$ cat src/rtl/fp_addsub_pkg.sv
// Shared definitions for the sequential floating-point add/sub unit.
// Holds the default field widths, the word payload struct, the sequencer
// state encoding, and small field-extract/pack helpers.
package fp_addsub_pkg;

    localparam int unsigned EXP_W  = 4;
    localparam int unsigned MAN_W  = 4;
    localparam int unsigned WORD_W = 1 + EXP_W + MAN_W;
    localparam int unsigned MANT_W = MAN_W + 1;   // mantissa with hidden bit
    localparam int unsigned SUM_W  = MAN_W + 2;   // mantissa plus carry
    localparam int unsigned CNT_W  = $clog2(MAN_W + 2);

    typedef struct packed {
        logic             sign;
        logic [EXP_W-1:0] exp;
        logic [MAN_W-1:0] frac;
    } fp_word_t;

    typedef enum logic [2:0] {
        IDLE,
        ORDER,
        ALIGN,
        ADD,
        NORM,
        DONE
    } state_t;

    function automatic logic fp_sign(input logic [WORD_W-1:0] w);
        return w[WORD_W-1];
    endfunction

    function automatic logic [EXP_W-1:0] fp_exp(input logic [WORD_W-1:0] w);
        return w[MAN_W +: EXP_W];
    endfunction

    // Hidden bit is set for every nonzero exponent.
    function automatic logic [MANT_W-1:0] fp_mant(input logic [WORD_W-1:0] w);
        return {(|w[MAN_W +: EXP_W]), w[MAN_W-1:0]};
    endfunction

    function automatic logic [WORD_W-1:0] fp_pack(input logic             s,
                                                  input logic [EXP_W-1:0] e,
                                                  input logic [MAN_W-1:0] f);
        return {s, e, f};
    endfunction

endpackage

$ cat src/rtl/fp_addsub_seq_if.sv
// Operand/result handshake bundle for fp_addsub_seq.
// slave  : the add/sub unit (takes operands, returns result + flags)
// master : the operand source / result consumer
interface fp_addsub_seq_if;
    import fp_addsub_pkg::*;

    logic     in_valid;
    logic     in_ready;
    fp_word_t a;
    fp_word_t b;
    logic     funct;
    logic     out_valid;
    logic     out_ready;
    fp_word_t result;
    logic     zero;
    logic     ovf;
    logic     unf;

    modport slave (
        input  in_valid, a, b, funct, out_ready,
        output in_ready, out_valid, result, zero, ovf, unf
    );

    modport master (
        output in_valid, a, b, funct, out_ready,
        input  in_ready, out_valid, result, zero, ovf, unf
    );

endinterface

$ cat src/rtl/fp_addsub_dp.sv
// Datapath for the sequential add/sub unit: operand registers, magnitude
// compare/ordering, one-bit-per-cycle alignment shifter, adder/subtractor
// and one-bit-per-cycle normalizer. Driven by one-hot strobes from the
// sequencer; reports status and candidate result words back to it.
// Ports:
//   clk, rst             clock, synchronous active-high reset
//   load/order/align/add/norm  per-state strobes
//   a, b, funct          operands and operation, captured on load
//   special_*_c          early-exit decision and word (valid in ORDER)
//   d_zero_c, cnt_last_c alignment distance status
//   norm_*_c             normalizer exit decision, word and flags
module fp_addsub_dp
    import fp_addsub_pkg::*;
(
    input  logic              clk,
    input  logic              rst,
    input  logic              load,
    input  logic              order,
    input  logic              align,
    input  logic              add,
    input  logic              norm,
    input  logic [WORD_W-1:0] a,
    input  logic [WORD_W-1:0] b,
    input  logic              funct,
    output logic              special_c,
    output logic              special_zero_c,
    output logic [WORD_W-1:0] special_word_c,
    output logic              d_zero_c,
    output logic              cnt_last_c,
    output logic              norm_done_c,
    output logic              norm_ovf_c,
    output logic              norm_unf_c,
    output logic [WORD_W-1:0] norm_word_c
);

    localparam logic [EXP_W-1:0] D_MAX = EXP_W'(MAN_W + 1);

    logic [WORD_W-1:0] op_a;
    logic [WORD_W-1:0] op_b;
    logic              funct_q;
    logic              sign_l;
    logic              eff_sub;
    logic [MANT_W-1:0] mant_l;
    logic [MANT_W-1:0] mant_s;
    logic [EXP_W-1:0]  exp_l;
    logic [CNT_W-1:0]  cnt;
    logic [SUM_W-1:0]  sum;

    logic              sign_a;
    logic              sign_b;
    logic              eff_sub_c;
    logic              a_is_l;
    logic              equal_mag;
    logic              sign_big;
    logic [EXP_W-1:0]  exp_a;
    logic [EXP_W-1:0]  exp_b;
    logic [EXP_W-1:0]  exp_big;
    logic [EXP_W-1:0]  exp_small;
    logic [EXP_W-1:0]  exp_diff;
    logic [MANT_W-1:0] man_a;
    logic [MANT_W-1:0] man_b;
    logic [MANT_W-1:0] man_big;
    logic [MANT_W-1:0] man_small;
    logic [CNT_W-1:0]  d_c;

    logic              carry;
    logic              msb;
    logic              exp_max;
    logic              exp_one;

    // Operand ordering and early-exit detection from the latched operands.
    always_comb begin
        sign_a    = fp_sign(op_a);
        sign_b    = fp_sign(op_b) ^ funct_q;
        exp_a     = fp_exp(op_a);
        exp_b     = fp_exp(op_b);
        man_a     = fp_mant(op_a);
        man_b     = fp_mant(op_b);
        eff_sub_c = sign_a ^ sign_b;
        a_is_l    = {exp_a, man_a} >= {exp_b, man_b};
        equal_mag = {exp_a, man_a} == {exp_b, man_b};
        if (a_is_l) begin
            sign_big  = sign_a;
            exp_big   = exp_a;
            man_big   = man_a;
            exp_small = exp_b;
            man_small = man_b;
        end else begin
            sign_big  = sign_b;
            exp_big   = exp_b;
            man_big   = man_b;
            exp_small = exp_a;
            man_small = man_a;
        end
        exp_diff       = exp_big - exp_small;
        // Beyond MANT_W shifts the smaller mantissa is already all zeros.
        d_c            = (exp_diff > D_MAX) ? CNT_W'(D_MAX) : CNT_W'(exp_diff);
        d_zero_c       = (d_c == '0);
        special_zero_c = (exp_big == '0) || (eff_sub_c && equal_mag);
        special_c      = (exp_small == '0) || (eff_sub_c && equal_mag);
        special_word_c = special_zero_c ? '0
                                        : fp_pack(sign_big, exp_big, man_big[MAN_W-1:0]);
    end

    assign cnt_last_c = (cnt == CNT_W'(1));

    // Normalizer decision for the current cycle's sum/exponent.
    always_comb begin
        carry       = sum[SUM_W-1];
        msb         = sum[MAN_W];
        exp_max     = &exp_l;
        exp_one     = (exp_l == EXP_W'(1));
        norm_done_c = carry || msb || exp_one;
        norm_ovf_c  = carry && exp_max;
        norm_unf_c  = !carry && !msb && exp_one;
        norm_word_c = '0;
        if (carry) begin
            norm_word_c = exp_max ? fp_pack(sign_l, '1, '1)
                                  : fp_pack(sign_l, exp_l + EXP_W'(1), sum[MAN_W:1]);
        end else if (msb) begin
            norm_word_c = fp_pack(sign_l, exp_l, sum[MAN_W-1:0]);
        end
    end

    // Datapath registers; strobes are mutually exclusive.
    always_ff @(posedge clk) begin
        if (rst) begin
            op_a    <= '0;
            op_b    <= '0;
            funct_q <= 1'b0;
            sign_l  <= 1'b0;
            eff_sub <= 1'b0;
            mant_l  <= '0;
            mant_s  <= '0;
            exp_l   <= '0;
            cnt     <= '0;
            sum     <= '0;
        end else begin
            if (load) begin
                op_a    <= a;
                op_b    <= b;
                funct_q <= funct;
            end
            if (order) begin
                sign_l  <= sign_big;
                eff_sub <= eff_sub_c;
                mant_l  <= man_big;
                mant_s  <= man_small;
                exp_l   <= exp_big;
                cnt     <= d_c;
            end
            if (align) begin
                mant_s <= mant_s >> 1;
                cnt    <= cnt - CNT_W'(1);
            end
            if (add) begin
                sum <= eff_sub ? (SUM_W'(mant_l) - SUM_W'(mant_s))
                               : (SUM_W'(mant_l) + SUM_W'(mant_s));
            end
            if (norm) begin
                if (carry) begin
                    sum   <= sum >> 1;
                    exp_l <= exp_l + EXP_W'(1);
                end else if (!msb) begin
                    sum   <= sum << 1;
                    exp_l <= exp_l - EXP_W'(1);
                end
            end
        end
    end

endmodule

$ cat src/rtl/fp_addsub_seq.sv
// Sequential floating-point add/sub unit: handshake + FSM around
// fp_addsub_dp. Accepts one operand pair, orders, aligns and normalizes
// one bit per cycle, and holds a registered result with flags until the
// consumer accepts it.
// Ports:
//   clk  clock, rising edge
//   rst  synchronous active-high reset
//   bus  fp_addsub_seq_if.slave: in_valid/in_ready/a/b/funct in,
//        out_valid/out_ready/result/zero/ovf/unf out
module fp_addsub_seq
    import fp_addsub_pkg::*;
(
    input  logic             clk,
    input  logic             rst,
    fp_addsub_seq_if.slave   bus
);

    state_t            state;
    state_t            state_next;

    logic              load;
    logic              order;
    logic              align;
    logic              add;
    logic              norm;
    logic              cap;
    logic [WORD_W-1:0] cap_word;
    logic              cap_zero;
    logic              cap_ovf;
    logic              cap_unf;

    logic              special_c;
    logic              special_zero_c;
    logic [WORD_W-1:0] special_word_c;
    logic              d_zero_c;
    logic              cnt_last_c;
    logic              norm_done_c;
    logic              norm_ovf_c;
    logic              norm_unf_c;
    logic [WORD_W-1:0] norm_word_c;

    logic              out_valid_q;
    fp_word_t          result_q;
    logic              zero_q;
    logic              ovf_q;
    logic              unf_q;

    fp_addsub_dp u_dp (
        .clk            (clk),
        .rst            (rst),
        .load           (load),
        .order          (order),
        .align          (align),
        .add            (add),
        .norm           (norm),
        .a              (bus.a),
        .b              (bus.b),
        .funct          (bus.funct),
        .special_c      (special_c),
        .special_zero_c (special_zero_c),
        .special_word_c (special_word_c),
        .d_zero_c       (d_zero_c),
        .cnt_last_c     (cnt_last_c),
        .norm_done_c    (norm_done_c),
        .norm_ovf_c     (norm_ovf_c),
        .norm_unf_c     (norm_unf_c),
        .norm_word_c    (norm_word_c)
    );

    // Next-state, datapath strobes and result capture.
    always_comb begin
        state_next = state;
        load       = 1'b0;
        order      = 1'b0;
        align      = 1'b0;
        add        = 1'b0;
        norm       = 1'b0;
        cap        = 1'b0;
        cap_word   = '0;
        cap_zero   = 1'b0;
        cap_ovf    = 1'b0;
        cap_unf    = 1'b0;
        case (state)
            IDLE: begin
                if (bus.in_valid) begin
                    load       = 1'b1;
                    state_next = ORDER;
                end
            end
            ORDER: begin
                order = 1'b1;
                if (special_c) begin
                    cap        = 1'b1;
                    cap_word   = special_word_c;
                    cap_zero   = special_zero_c;
                    state_next = DONE;
                end else if (d_zero_c) begin
                    state_next = ADD;
                end else begin
                    state_next = ALIGN;
                end
            end
            ALIGN: begin
                align = 1'b1;
                if (cnt_last_c) begin
                    state_next = ADD;
                end
            end
            ADD: begin
                add        = 1'b1;
                state_next = NORM;
            end
            NORM: begin
                norm = 1'b1;
                if (norm_done_c) begin
                    cap        = 1'b1;
                    cap_word   = norm_word_c;
                    cap_zero   = norm_unf_c;
                    cap_ovf    = norm_ovf_c;
                    cap_unf    = norm_unf_c;
                    state_next = DONE;
                end
            end
            DONE: begin
                if (bus.out_ready) begin
                    state_next = IDLE;
                end
            end
            default: state_next = IDLE;
        endcase
    end

    // State, output-valid and result/flag registers.
    always_ff @(posedge clk) begin
        if (rst) begin
            state       <= IDLE;
            out_valid_q <= 1'b0;
            result_q    <= '0;
            zero_q      <= 1'b0;
            ovf_q       <= 1'b0;
            unf_q       <= 1'b0;
        end else begin
            state       <= state_next;
            out_valid_q <= (state_next == DONE);
            if (load) begin
                zero_q <= 1'b0;
                ovf_q  <= 1'b0;
                unf_q  <= 1'b0;
            end
            if (cap) begin
                result_q <= cap_word;
                zero_q   <= cap_zero;
                ovf_q    <= cap_ovf;
                unf_q    <= cap_unf;
            end
        end
    end

    // in_ready drops immediately while reset is held.
    assign bus.in_ready  = (state == IDLE) && !rst;
    assign bus.out_valid = out_valid_q;
    assign bus.result    = result_q;
    assign bus.zero      = zero_q;
    assign bus.ovf       = ovf_q;
    assign bus.unf       = unf_q;

endmodule

$ cat src/flat_wrapper.sv
// flat-port wrapper written by rule: the top's interface ports become plain ports
module fp_addsub_seq_flat import fp_addsub_pkg::*;
  (clk, rst, bus_in_valid, bus_a, bus_b, bus_funct, bus_out_ready, bus_in_ready, bus_out_valid, bus_result, bus_zero, bus_ovf, bus_unf);
  fp_addsub_seq_if bus_i ();
  input  logic clk;
  input  logic rst;
  input wire logic [$bits(bus_i.in_valid)-1:0] bus_in_valid;
  input wire logic [$bits(bus_i.a)-1:0] bus_a;
  input wire logic [$bits(bus_i.b)-1:0] bus_b;
  input wire logic [$bits(bus_i.funct)-1:0] bus_funct;
  input wire logic [$bits(bus_i.out_ready)-1:0] bus_out_ready;
  output wire logic [$bits(bus_i.in_ready)-1:0] bus_in_ready;
  output wire logic [$bits(bus_i.out_valid)-1:0] bus_out_valid;
  output wire logic [$bits(bus_i.result)-1:0] bus_result;
  output wire logic [$bits(bus_i.zero)-1:0] bus_zero;
  output wire logic [$bits(bus_i.ovf)-1:0] bus_ovf;
  output wire logic [$bits(bus_i.unf)-1:0] bus_unf;
  assign bus_i.in_valid = bus_in_valid;
  assign bus_i.a = bus_a;
  assign bus_i.b = bus_b;
  assign bus_i.funct = bus_funct;
  assign bus_i.out_ready = bus_out_ready;
  assign bus_in_ready = bus_i.in_ready;
  assign bus_out_valid = bus_i.out_valid;
  assign bus_result = bus_i.result;
  assign bus_zero = bus_i.zero;
  assign bus_ovf = bus_i.ovf;
  assign bus_unf = bus_i.unf;
  fp_addsub_seq u_core (.clk(clk), .rst(rst), .bus(bus_i));
endmodule
$ cat config.mk
export PLATFORM = sky130hd
export DESIGN_NAME = fp_addsub_seq_flat
export DESIGN_NICKNAME = d
export VERILOG_FILES = /design/src/rtl/fp_addsub_pkg.sv /design/src/rtl/fp_addsub_seq_if.sv /design/src/rtl/fp_addsub_dp.sv /design/src/rtl/fp_addsub_seq.sv /design/src/flat_wrapper.sv
export SDC_FILE = /design/constraint.sdc
export NUM_CORES = 1
export LEC_CHECK = 0
export ABC_AREA = 1
export BUFFER_PORTS_ARGS = -buffer_cell sky130_fd_sc_hd__clkbuf_2
export CORE_MARGIN = 5
export CORE_UTILIZATION = 60
export DETAILED_ROUTE_END_ITERATION = 8
export GPL_TIMING_DRIVEN = 0
export PLACE_DENSITY_LB_ADDON = 0.12
export SLEW_MARGIN = 20
export SYNTH_ARGS = -nofsm -noshare
export SYNTH_HDL_FRONTEND = slang
export SYNTH_SLANG_ARGS = --single-unit
$ cat constraint.sdc
create_clock -name clk -period 4.6 [get_ports clk]
set_input_delay 0.23 -clock clk [delete_from_list [all_inputs] [get_ports clk]]
set_output_delay 0.23 -clock clk [all_outputs]
set_load 0.01 [all_outputs]
Word-level counts from Yosys, hierarchy flattened
Index checks and enable logic that the tools add are counted.

Register bits: 60. Latch bits: 0. Memory bits (writable): 0. Bits in read-only memories: 0. Input bits: 23. Memories kept: 0.

Add/subtract/negate cells: 6. Multipliers: 0. Divide/modulo/power cells: 0. Magnitude comparators: 2. Eq/ne operators: 9. Shifts and indexed selects: 0. Mux-type cells: 52. Bitwise operators: 2. Reduce and logical (&&, ||, !) cells: 22.

Operator list (number): $mux W9 (5); $mux W4 (8); $mux W6 (5); $mux W3 (8); $mux W1 (19); $pmux W3 S6 (1); $pmux W9 S2 (1); $mux W5 (2); $eq A3 B3 Y1 const B (3); $eq A9 B9 Y1 (1); $ge A9 B9 Y1 (1); $logic_not A4 Y1 (2); $mux W8 (1); $reduce_or A4 Y1 (2); $add A5 B5 Y6 (1); $eq A3 B1 Y1 const B (2); $eq A3 B2 Y1 const B (2); $logic_not A3 Y1 (2); $sub A5 B5 Y6 (1); $logic_and A1 B1 Y1 (5); $add A4 B1 Y4 const B (1); $eq A4 B1 Y1 const B (1); $gt A4 B3 Y1 const B (1); $logic_or A1 B1 Y1 (4); 9 further kinds (14).

Longest topological paths before layout
Word-level depth: 11. Depth in mapped cells: 22.

Cells and area by module
Synthesis repeated with hierarchy kept, for this count alone.

Cells, all modules: 570. Area total of the unflattened synthesis: 3786.1 um2.

By module, submodules not included: fp_addsub_dp (instances 1, cells each 436, area an instance 2930.3 um2); fp_addsub_seq (instances 1, cells each 134, area an instance 855.8 um2).

Worst setup path before layout
OpenSTA, ideal clock, no wires.

Path type: flip-flop to flip-flop. From: register u_core.u_dp.op_a[5]. To: register u_core.u_dp.cnt[0]. Setup time: 0.070 ns. Arrival: 2.347 ns. Data required time: 4.530 ns. Setup slack: 2.183 ns. Cell stages (with the launch flop): 19. Clock period less this slack: 2.417 ns. Cell sequence: dfxtp_1 > inv_1 > nand4_1 > ha_1 > nand2_1 > nor3_4 > o21ai_2 > nand2_2 > buf_6 > nand2_1 > nand2_1 > nand2_2 > ha_1 > inv_1 > nor2_1 > nand3_1 > nand3_1 > inv_1 > a21oi_1.

Cells in the longest elaborated chain, start to end: 8. Elaborated cells between the ends (all ways): 9. Classes of those cells: add/sub (1); order compare (2); mux (5); reduce/logical (1).

RTL lines: start, declared (RTL line fp_addsub_dp.sv:38) `logic [WORD_W-1:0] op_a;`; start signal, assigned (RTL line fp_addsub_dp.sv:128) `op_a <= '0;`; start signal, assigned (RTL line fp_addsub_dp.sv:140) `op_a <= a;`; $reduce_or A4 Y1 (RTL line fp_addsub_pkg.sv:38) `return {(|w[MAN_W +: EXP_W]), w[MAN_W-1:0]};`; $ge A9 B9 Y1 (RTL line fp_addsub_dp.sv:80) `a_is_l = {exp_a, man_a} >= {exp_b, man_b};`; $mux W4 (RTL line fp_addsub_dp.sv:82) `if (a_is_l) begin`; $sub A4 B4 Y4 (*) (RTL line fp_addsub_dp.sv:95) `exp_diff = exp_big - exp_small;`; $gt A4 B3 Y1 (RTL line fp_addsub_dp.sv:97) `d_c = (exp_diff > D_MAX) ? CNT_W'(D_MAX) : CNT_W'(exp_diff);`; $mux W3 (*) (RTL line fp_addsub_dp.sv:97); $mux W3 (*) (RTL line fp_addsub_dp.sv:144) `if (order) begin`; $mux W3 (*) (RTL line fp_addsub_dp.sv:152) `if (align) begin`; end signal, assigned (RTL line fp_addsub_dp.sv:154) `cnt <= cnt - CNT_W'(1);`; end, declared (RTL line fp_addsub_dp.sv:46) `logic [CNT_W-1:0] cnt;`.

Every way passes the cells marked *; elsewhere a longest branch is shown, timed or not. The select of a mux whose other input is x is not followed. A chain may end at the register's enable or synchronous reset.

Final worst setup path
From: register u_core.u_dp.op_a[7]. To: register u_core.u_dp.cnt[0].

Same word-level chain as after synthesis.

==> results.sh <==
export IMPL_grt_pass1_vias=3322
export IMPL_critPathSlowestCell="ha_1"
export IMPL_yosys_area_share_xor_xnor=0.0237
export IMPL_wl_per_cell_um=14.2
export IMPL_min_period_over_period=0.609
export IMPL_drv_slew=0
export IMPL_hold_class="input port to register"
export IMPL_finalHoldViolCount=0
export IMPL_grt_pass1_wl_um=15200
export IMPL_grt_util_all_layers=0.250
export IMPL_tightest_slew_ps=818
export IMPL_wl_um=9280
export IMPL_synthAdderAreaFrac=0.0764
export IMPL_finalClockSkew_ps=6.61
export IMPL_synth_mux_area_frac=0
export IMPL_std_cell_rows=28
export IMPL_firstDrtPassIters=6
export IMPL_total_leakage_power_nw=1.96
export IMPL_grt_max_degree=11
export IMPL_critPathKind="register to register"
export IMPL_boundaryPins=37
export IMPL_crit_chain="inv_1 > nand4_1 > ha_1 > nand2_1 > nor3_4 > o21ai_2 > nand2_2 > buf_6 > nand2_1 > nand2_1 > nand2_2 > ha_1 > inv_1 > nor2_1 > nand3_1 > nand3_1 > inv_1 > a21oi_1"
export IMPL_die_area_sq_um=7840
export IMPL_ys_seq_elements=60
export IMPL_synth_compound_area_frac=0.204
export IMPL_synth_avg_cell_area_sq_um=7.01
export IMPL_postCtsResizedCells=0
export IMPL_numPortBuffers=36
export IMPL_synth_top_family_by_area="simple AND/OR/NAND/NOR gates"
export IMPL_syn_area_sq_um=3700
export IMPL_required_ps=4870
export IMPL_antennaDiodeCount=0
export IMPL_layout_drive_gt1_share=0.150
export IMPL_fmax_mhz=357
export IMPL_ant_nets=0
export IMPL_final_cell_mix="nand2_1, inv_1, dfxtp_1"
export IMPL_power_density_nw_per_um2=875
export IMPL_layout_commonest_cell="nand2_1"
export IMPL_end_kind="register"
export IMPL_ctsRootBufferMaster="clkbuf_8"
export IMPL_placed_cells=639
export IMPL_cts_hold_buffers=0
export IMPL_cts_setup_buffers=0
export IMPL_status="completed"
export IMPL_tns_ps=0
export IMPL_worstPathArrival_ps=3070
export IMPL_ff_latch_area_sq_um=1200
export IMPL_slew_headroom=0.451
export IMPL_areaGrowthSynthToFinish_pct=13.5
export IMPL_grt_ovfl_total=0
export IMPL_h_tree_depth=3
export IMPL_ff2ff_setup_slack_ps=1800
export IMPL_cp_slowest_stage_delay_ps=400
export IMPL_vias=3618
export IMPL_setup_violations_final=0
export IMPL_die_width_um=88.5
export IMPL_via_per_inst=5.53
export IMPL_yosysUniqueCellTypes=46
export IMPL_cts_sinks=60
export IMPL_cts_tree="yes"
export IMPL_crit_fanout=10
export IMPL_drc=0
export IMPL_min_period_ps=2800
export IMPL_cap_viol_max_count=0
export IMPL_cts_buffer_depth=2
export IMPL_synthCells=528
export IMPL_core_sq_um=5960
export IMPL_grt_antenna_before_repair=0
export IMPL_clk_latency_ps=340
export IMPL_multi_input_area_sq_um=2120
export IMPL_fin_nets=620
export IMPL_startpoint_type="register"
export IMPL_ys_warn_count=0
export IMPL_seq_area_frac_synth=0.325
export IMPL_dieHeight_um=88.5
export IMPL_stdcell_count=654
export IMPL_ir_drop_uv=584
export IMPL_first_iter_violations=196
export IMPL_path_clk_slew_ps=70
export IMPL_n_fill_cell=525
export IMPL_place_congestion=0.916
export IMPL_yosys_area_share_simple=0.268
export IMPL_cts_made_buffers=9
export IMPL_hpwl_um=7140
export IMPL_start_util=0.621
export IMPL_syn_num_nets=573
export IMPL_grt_setup_unrepaired="no"
## worst paths after layout
kind / startpoint / to / cells after the start
worst max-delay path: u_core.u_dp.op_a[7]$_SDFFE_PP0P_ / u_core.u_dp.cnt[0]$_SDFFE_PP0P_ / 18
worst min-delay path: bus_a[2] / u_core.u_dp.op_a[2]$_SDFFE_PP0P_ / 3
worst max register to register: u_core.u_dp.op_a[7]$_SDFFE_PP0P_ / u_core.u_dp.cnt[0]$_SDFFE_PP0P_ / 18
worst min register to register: u_core.bus.zero$_SDFFE_PP0P_ / u_core.bus.zero$_SDFFE_PP0P_ / 2
## kinds of logic (layout without fill, tap and decap cells)
kind of cell / after synthesis / after routing
AND/OR/NAND/NOR: 208 / 208
AO/OA/AOI/OAI: 133 / 133
buffers and inverters: 95 / 146
flip-flops: 60 / 60
adder cells (fa/ha/maj): 22 / 22
XOR/XNOR: 10 / 10
## per-layer routing
layer  up-vias  GRT usage  wire [um]
met5         -          0          0
met4         0     0.0975        195
met3        20     0.0335        478
met2       116      0.438       4620
met1      1639      0.310       3990
li1       1843          -          -
## synth_stat cells (all sizes together)
master / n / area share
a211oi: 3 / 0.0061
a21boi: 2 / 0.0041
a21o: 1 / 0.0020
a21oi: 44 / 0.059
a311oi: 1 / 0.0024
a31oi: 9 / 0.015
a32o: 2 / 0.0054
and3: 1 / 0.0017
buf: 4 / 0.010
clkbuf: 13 / 0.013
dfxtp: 60 / 0.32
fa: 1 / 0.0054
ha: 21 / 0.071
inv: 78 / 0.080
nand2: 136 / 0.16
nand3: 29 / 0.043
nand3b: 1 / 0.0020
nand4: 6 / 0.010
nor2: 28 / 0.035
nor3: 6 / 0.013
nor4: 1 / 0.0017
o211ai: 6 / 0.012
o21ai: 55 / 0.075
o21bai: 4 / 0.0081
o221ai: 2 / 0.0047
o22ai: 1 / 0.0017
o311a: 1 / 0.0027
o31ai: 1 / 0.0020
o32ai: 1 / 0.0024
xnor2: 3 / 0.0071
xor2: 7 / 0.017
## flip-flops by register name, indices dropped and copies added (netlist names), 3 cells and up
signal              cells
u_core.u_dp.cnt         3
u_core.u_dp.mant_l      5
u_core.bus.result       9
u_core.u_dp.op_b        9
u_core.u_dp.op_a        9
u_core.u_dp.sum         6
u_core.u_dp.mant_s      5
u_core.u_dp.exp_l       4
u_core.state            3
## layout make-up
cell class | count | area share
multi-input combinational | 373 | 0.504
sequential | 60 | 0.286
inverter | 78 | 0.0703
timing repair buffer | 36 | 0.0429
clock buffer | 11 | 0.0361
tap | 75 | 0.0223
buffer | 17 | 0.0209
clock inverter | 4 | 0.0173
## per-stage QoR
stage / worst slack [ps] / power (mW) / utilization / instance area [sq um] / hold WS (ps)
5_1_grt: 1560 / 3.98 / 0.705 / 4200 / 123
3_5_place_dp: 1840 / 3.09 / 0.667 / 3980 / 456
3_3_place_gp: 1920 / 3.02 / 0.667 / 3980 / 449
4_1_cts: 1830 / 3.65 / 0.705 / 4200 / 113
6_report: 1800 / 3.67 / 0.705 / 4200 / 115
2_1_floorplan: 2180 / 2.62 / - / 3700 / 375
## power breakdown
part / switching (mW) / internal, mW / total (mW)
Sequential: 0.132 / 0.687 / 0.820
Clock: 0.217 / 0.331 / 0.548
Combinational: 1.49 / 0.821 / 2.31
Total: 1.83 / 1.84 / 3.67
## critical path: cells and delay by family (launching register included)
kind                     cells  cell delay [ps]
buffers and inverters        4              350
AND/OR/NAND/NOR             10             1160
AO/OA/AOI/OAI                2              240
flip-flops                   1              310
adder cells (fa/ha/maj)      2              670
Note: power is estimated with default switching activity, not from simulation.
